[config.mk]
export PLATFORM = sky130hd
export DESIGN_NAME = pixel_packer
export DESIGN_NICKNAME = d
export VERILOG_FILES = /design/src/rtl/pixel_packer_pkg.sv /design/src/rtl/pixel_packer_fifo.sv /design/src/rtl/pixel_packer.sv
export SDC_FILE = /design/constraint.sdc
export NUM_CORES = 1
export LEC_CHECK = 0
export BUFFER_PORTS_ARGS = -buffer_cell sky130_fd_sc_hd__buf_2
export CAP_MARGIN = 30
export CELL_PAD_IN_SITES_DETAIL_PLACEMENT = 1
export CELL_PAD_IN_SITES_GLOBAL_PLACEMENT = 2
export CORE_MARGIN = 10
export CORE_UTILIZATION = 36
export CTS_CLUSTER_SIZE = 24
export DETAILED_ROUTE_END_ITERATION = 8
export MAX_ROUTING_LAYER = met4
export PLACE_DENSITY_LB_ADDON = 0.1
export SYNTH_ARGS = -nofsm -noshare
export SYNTH_HDL_FRONTEND = slang
export SYNTH_SLANG_ARGS = --single-unit
[constraint.sdc]
create_clock -name clk -period 16.4 [get_ports clk]
set_input_delay 1.64 -clock clk [delete_from_list [all_inputs] [get_ports clk]]
set_output_delay 1.64 -clock clk [all_outputs]
set_load 0.1 [all_outputs]
[src/rtl/pixel_packer_pkg.sv]
// Shared types for the pixel packer: packed AXI-Stream word plus its
// frame-end tag, and the fixed pixel/bus widths.
package pixel_packer_pkg;

   localparam int PACK_PIX_W  = 8;
   localparam int AXIS_DATA_W = 32;

   typedef struct packed {
      logic [AXIS_DATA_W-1:0] data;
      logic                   last;
      logic                   user;
      logic                   eof;
   } axis_word_t;

endpackage

[src/rtl/pixel_packer_fifo.sv]
// First-word-fall-through FIFO for packed words; head is visible on dout
// whenever not empty, pointers carry one wrap bit so full/empty are exact.
module pixel_fifo #(
   parameter int WIDTH = 35,
   parameter int DEPTH = 16
) (
   input  logic                   clk,
   input  logic                   rst_n,
   input  logic                   push,
   input  logic [WIDTH-1:0]       din,
   output logic                   full,
   input  logic                   pop,
   output logic [WIDTH-1:0]       dout,
   output logic                   empty,
   output logic [$clog2(DEPTH):0] level
);

   localparam int AW = $clog2(DEPTH);

   logic [WIDTH-1:0] r_mem [DEPTH];
   logic [AW:0]      r_wr;
   logic [AW:0]      r_rd;
   logic             w_pop;
   logic             w_push;

   assign level  = r_wr - r_rd;
   assign empty  = (r_wr == r_rd);
   assign full   = (level == (AW+1)'(DEPTH));
   assign w_pop  = pop && !empty;
   // a full FIFO still accepts a push when the head leaves in the same cycle
   assign w_push = push && (!full || w_pop);
   assign dout   = empty ? '0 : r_mem[r_rd[AW-1:0]];

   always_ff @(posedge clk or negedge rst_n) begin
      if (!rst_n) begin
         r_wr <= '0;
         r_rd <= '0;
      end else begin
         if (w_push) r_wr <= r_wr + 1'b1;
         if (w_pop)  r_rd <= r_rd + 1'b1;
      end
   end

   always_ff @(posedge clk) begin
      if (w_push) r_mem[r_wr[AW-1:0]] <= din;
   end

endmodule

[src/rtl/pixel_packer.sv]
// Quantises shaded pixels to 8 bits, packs four per 32-bit word and streams
// them out over AXI4-Stream with line (tlast) and frame (tuser) markers.
module pixel_packer
   import pixel_packer_pkg::*;
#(
   parameter int COLOR_WIDTH = 8,
   parameter int H_RES       = 640,
   parameter int V_RES       = 480,
   parameter int FIFO_DEPTH  = 16
) (
   input  logic                          clk,
   input  logic                          rst_gen,
   input  logic [COLOR_WIDTH-1:0]        shade_in,
   input  logic                          valid_in,
   input  logic                          sync,
   input  logic                          clear_ovf,
   output logic [AXIS_DATA_W-1:0]        m_axis_tdata,
   output logic                          m_axis_tvalid,
   input  logic                          m_axis_tready,
   output logic                          m_axis_tlast,
   output logic                          m_axis_tuser,
   output logic                          overflow,
   output logic                          frame_done,
   output logic [$clog2(FIFO_DEPTH):0]   fifo_level
);

   localparam int XW = $clog2(H_RES);
   localparam int YW = (V_RES > 1) ? $clog2(V_RES) : 1;
   localparam logic [XW-1:0] X_LAST = XW'(H_RES - 4);
   localparam logic [YW-1:0] Y_LAST = YW'(V_RES - 1);

   if (H_RES % 4 != 0) begin : g_hres_chk
      $error("pixel_packer: H_RES must be a multiple of 4");
   end
   if (FIFO_DEPTH < 4 || (FIFO_DEPTH & (FIFO_DEPTH - 1)) != 0) begin : g_depth_chk
      $error("pixel_packer: FIFO_DEPTH must be a power of two >= 4");
   end

   logic [PACK_PIX_W-1:0] w_pix;

   if (COLOR_WIDTH >= PACK_PIX_W) begin : g_q_msb
      assign w_pix = shade_in[COLOR_WIDTH-1 -: PACK_PIX_W];
   end else begin : g_q_pad
      assign w_pix = {shade_in, {(PACK_PIX_W-COLOR_WIDTH){1'b0}}};
   end

   logic [2:0][PACK_PIX_W-1:0] r_lane;
   logic [1:0]                 r_idx;
   logic [XW-1:0]              r_x;
   logic [YW-1:0]              r_y;
   logic                       r_ovf;
   logic                       r_fd;

   logic [2:0][PACK_PIX_W-1:0] w_lane_n;
   logic [1:0]                 w_idx;
   logic [1:0]                 w_idx_n;
   logic [XW-1:0]              w_x;
   logic [XW-1:0]              w_x_n;
   logic [YW-1:0]              w_y;
   logic [YW-1:0]              w_y_n;
   logic                       w_done;
   axis_word_t                 w_word;
   axis_word_t                 w_dout;
   logic                       w_full;
   logic                       w_empty;
   logic                       w_hs;
   logic                       w_drop;

   // sync zeroes the position first, so a pixel in the same cycle is (0,0) lane 0
   always_comb begin
      w_idx    = sync ? 2'd0 : r_idx;
      w_x      = sync ? '0 : r_x;
      w_y      = sync ? '0 : r_y;
      w_lane_n = sync ? '0 : r_lane;
      w_idx_n  = w_idx;
      w_x_n    = w_x;
      w_y_n    = w_y;
      w_done   = valid_in && (w_idx == 2'd3);
      w_word.data = {w_pix, r_lane[2], r_lane[1], r_lane[0]};
      w_word.last = (w_x == X_LAST);
      w_word.user = (w_x == '0) && (w_y == '0);
      w_word.eof  = (w_x == X_LAST) && (w_y == Y_LAST);
      if (valid_in) begin
         w_idx_n = w_idx + 2'd1;
         for (int i = 0; i < 3; i++) begin
            if (w_idx == 2'(i)) w_lane_n[i] = w_pix;
         end
      end
      // position advances even when the word is dropped
      if (w_done) begin
         if (w_x == X_LAST) begin
            w_x_n = '0;
            w_y_n = (w_y == Y_LAST) ? '0 : w_y + 1'b1;
         end else begin
            w_x_n = w_x + XW'(4);
         end
      end
   end

   assign w_hs   = m_axis_tvalid && m_axis_tready;
   assign w_drop = w_done && w_full && !w_hs;

   always_ff @(posedge clk or negedge rst_gen) begin
      if (!rst_gen) begin
         r_lane <= '0;
         r_idx  <= '0;
         r_x    <= '0;
         r_y    <= '0;
         r_ovf  <= 1'b0;
         r_fd   <= 1'b0;
      end else begin
         r_lane <= w_lane_n;
         r_idx  <= w_idx_n;
         r_x    <= w_x_n;
         r_y    <= w_y_n;
         r_fd   <= w_hs && w_dout.eof;
         if (w_drop)         r_ovf <= 1'b1;
         else if (clear_ovf) r_ovf <= 1'b0;
      end
   end

   pixel_fifo #(
      .WIDTH ($bits(axis_word_t)),
      .DEPTH (FIFO_DEPTH)
   ) u_fifo (
      .clk   (clk),
      .rst_n (rst_gen),
      .push  (w_done),
      .din   (w_word),
      .full  (w_full),
      .pop   (m_axis_tready),
      .dout  (w_dout),
      .empty (w_empty),
      .level (fifo_level)
   );

   assign m_axis_tvalid = !w_empty;
   assign m_axis_tdata  = w_dout.data;
   assign m_axis_tlast  = w_dout.last;
   assign m_axis_tuser  = w_dout.user;
   assign overflow      = r_ovf;
   assign frame_done    = r_fd;

endmodule

==> impl_results.md <==
* Hold_ws at 0.493 ns
* Slew Viols, Final at 0
* Complex-gate fraction of the synthesized area at 2.26%
* # resized after CTS at 0
* Starting DRT DRC Count at 832
* Gpl congestion at 0.701
* Port Buffers at 55
* Worst slew pin tran at 1.02 ns
* CTS Sinks at 617
* CP Launch Type: flip-flop
* Power per cell area at 190 mW/mm2
* Initial antenna violation count at 0
* Hold buffers post-CTS at 0
* Final net count at 1402
* Reg-to-reg setup timing slack at 12.05 ns
* DRC at 0
* Clk root buf: clkbuf_16
* Worst setup path class: flip-flop to output pin
* Asr flop ratio synth at 9.24%
* Fin crit share at 37.0%
* Syn nets at 1309
* Final Cell Area at 0.0284 mm2
* Drt total wl at 62100 um
* Clock transition at path regs at 0.06 ns
* Detailed Place HPWL at 31400 um
* Vias per cell at 5.28
* GR Util All Layers at 16.4%
* Min Tclk post-route at 6.07 ns
* Status: completed
* Skew final at 0.0220 ns
* Critical path peak fanout at 39
* Pre-CTS setup slack at 10.77 ns
* I/O pins at 56
* Yosys cell types at 47
* Share of cells above drive strength 1 at 25.9%
* DR WL/cell at 27.0 um
* Setup TNS at 0 ns
* Die Ht at 281 um
* Crit path from: u_fifo.r_rd[0]
* Final setup violating endpoints at 0
* Hold path cells at 1
* Hold WC Path Type: flip-flop to flip-flop
* VDD IR max at 0.219 mV
* Commonest cells after routing, fill and taps aside: 560 x edfxtp_1, 140 x mux4_2, 119 x nand2_1
* Xor/xnor share of the synthesized area at 0.679%
* Mapped Avg Cell Area at 19.2 um2
* First-pass GRT wire length at 91800 um
* # rows at 95
* Number of flops mapped to enable cells by yosys at 560
* Post-synthesis sequential area ratio at 74.5%
* Mux share of post-synthesis cell area at 14.4%
* Vias post-DR at 12139
* Core Region at 0.0673 mm2
* DR pass1 iterations at 5
* Post-Synth Adder-Cell Area at 0.950%
* Clock latency on the worst-skew pair at 0.59 ns
* Leakage at 9.57 nW
* Clk buf depth at 3
* CP arrival at 4.43 ns
* Slew headroom at 32.1%
* Die area at 0.0789 mm2
* Highest Clock Rate at 0.165 GHz
* Post-CTS setup buffer count at 0
* GR Overflow Total at 0
* Hold Crit Start: u_fifo.r_rd[4]
* Yosys reg bits at 617
* Tot Pwr at 0.00539 W
* Vias in the first global route at 13394
* Cell area after synthesis at 0.0245 mm2
* Die Width at 281 um
* Max-Cap Viols at 0
* Inserted Diodes at 0
* Worst Slack Setup Final at 10.33 ns
* Req. time, crit path at 14.76 ns
* H-tree depth at 3
* RR Startpoint: u_fifo.r_rd[0]
* CTS buffer count at 69
* Placed standard-cell area at 0.0259 mm2
* Unrepaired setup endpoints after global routing: false
* Post-Synthesis Cells at 1277
* CP Capture Type: output pin
* Top_reg_cell synth: edfxtp_1
* Largest family of logic cells by synthesized area: multiplexers
* TritonCTS clock tree: done
* Post-route ant nets at 0
* Worst r2r path cells at 9
* Simple-Gate Fraction of Synth Area at 5.59%
* Commonest non-fill, non-tap cell in the layout: edfxtp_1
* P&R area growth vs syn at 15.8%
* Initial Utilization at 36.4%
* Largest net degree at the start of global routing at 60
* Endpoints failing hold at 0
* FILL cells at 6411
* Synth warn at 0
-- power by group --
| group | switching [W] | total [W] | internal, W |
|---|---|---|---|
| sequential | 0.000107 | 0.00185 | 0.00174 |
| combinational | 0.00137 | 0.00191 | 0.000537 |
| clock | 0.000627 | 0.00163 | 0.00101 |
| total | 0.00210 | 0.00539 | 0.00328 |
-- cell usage after synthesis (all sizes together), types with 2 or more instances --
cell type	instances	area, um2
nor3	17	90.1
dfrtp	57	1430
or4b	2	23.8
nand4	9	62.6
nand2	119	447
and2	5	31.3
o21ai	36	184
o31ai	3	32.5
mux2i	36	360
clkbuf	35	131
a21oi	8	40.0
a211oi	35	263
xnor2	12	105
inv	22	82.6
nand4b	2	23.8
ha	17	213
nand3b	2	15.0
nor2	15	56.3
mux4	140	3150
and3	35	219
nor2b	10	62.6
nand3	6	30.0
or3	5	36.3
nor4	8	50.1
nand2b	32	200
buf	34	189
edfxtp	560	16800
xor2	7	61.3
-- layout make-up --
| type | instances | area (um2) | share of cell area (%) |
|---|---|---|---|
| flip-flops and latches | 617 | 18300 | 64.3 |
| repair buffers | 91 | 589 | 2.08 |
| clock buffers | 93 | 1930 | 6.81 |
| well taps | 873 | 1090 | 3.85 |
| multi-input cells | 569 | 5940 | 20.9 |
| inverters | 22 | 82.6 | 0.291 |
| clock inverters | 34 | 480 | 1.69 |
-- per-stage QoR --
| stage | std cells | utilization [%] |
|---|---|---|
| detailed placement | 2171 | 38.5 |
| floorplan | 1277 | - |
| CTS | 2298 | 42.1 |
| global route | 2299 | 42.2 |
| global placement | 2169 | 38.5 |
| finish | 2299 | 42.2 |
-- sequential cells by signal (all words and copies together) (netlist names) --
name	cells
r_x	10
u_fifo.r_rd	5
r_y	9
u_fifo.r_wr	5
overflow	1
r_lane	24
frame_done	1
u_fifo.r_mem	560
r_idx	2
-- worst max-delay path: stages (launching register included) --
cell and delay (ns):
dfrtp_4 0.86, buf_4 0.36, buf_16 0.32, buf_4 0.64
mux4_2 0.35, nand2_1 0.06, and3_1 0.22, a211oi_1 0.44
buf_2 0.52
-- path summary, 6_finish.rpt --
check,end
hold / removal,u_fifo.r_rd[4]
setup reg to reg,u_fifo.r_mem[14][3]
setup / recovery,m_axis_tdata[10]
hold reg to reg,u_fifo.r_rd[4]
max in group asynchronous,u_fifo.r_rd[0]
min in group asynchronous,r_lane[23]
-- per-layer routing --
metal / share of wire [%] / vias to the layer above / track usage [%]
li1: - / 5290 / -
met1: 48 / 6558 / 23.0
met2: 46 / 212 / 24.9
met3: 3.7 / 79 / 2.41
met4: 1.6 / 0 / 4.12
met5: 0 / - / -
-- cell families (layout without fill, tap and decap cells) --
group,after synthesis,count (layout)
xor gates and xnor gates,19,19
adders and majority gates,18,18
and+or+nand+nor,269,269
DFF,617,617
AOI/OAI and AO/OA,86,86
muxes,177,177
buffers and inverters,91,240
No activity file was read; power rests on OpenSTA's default activity.
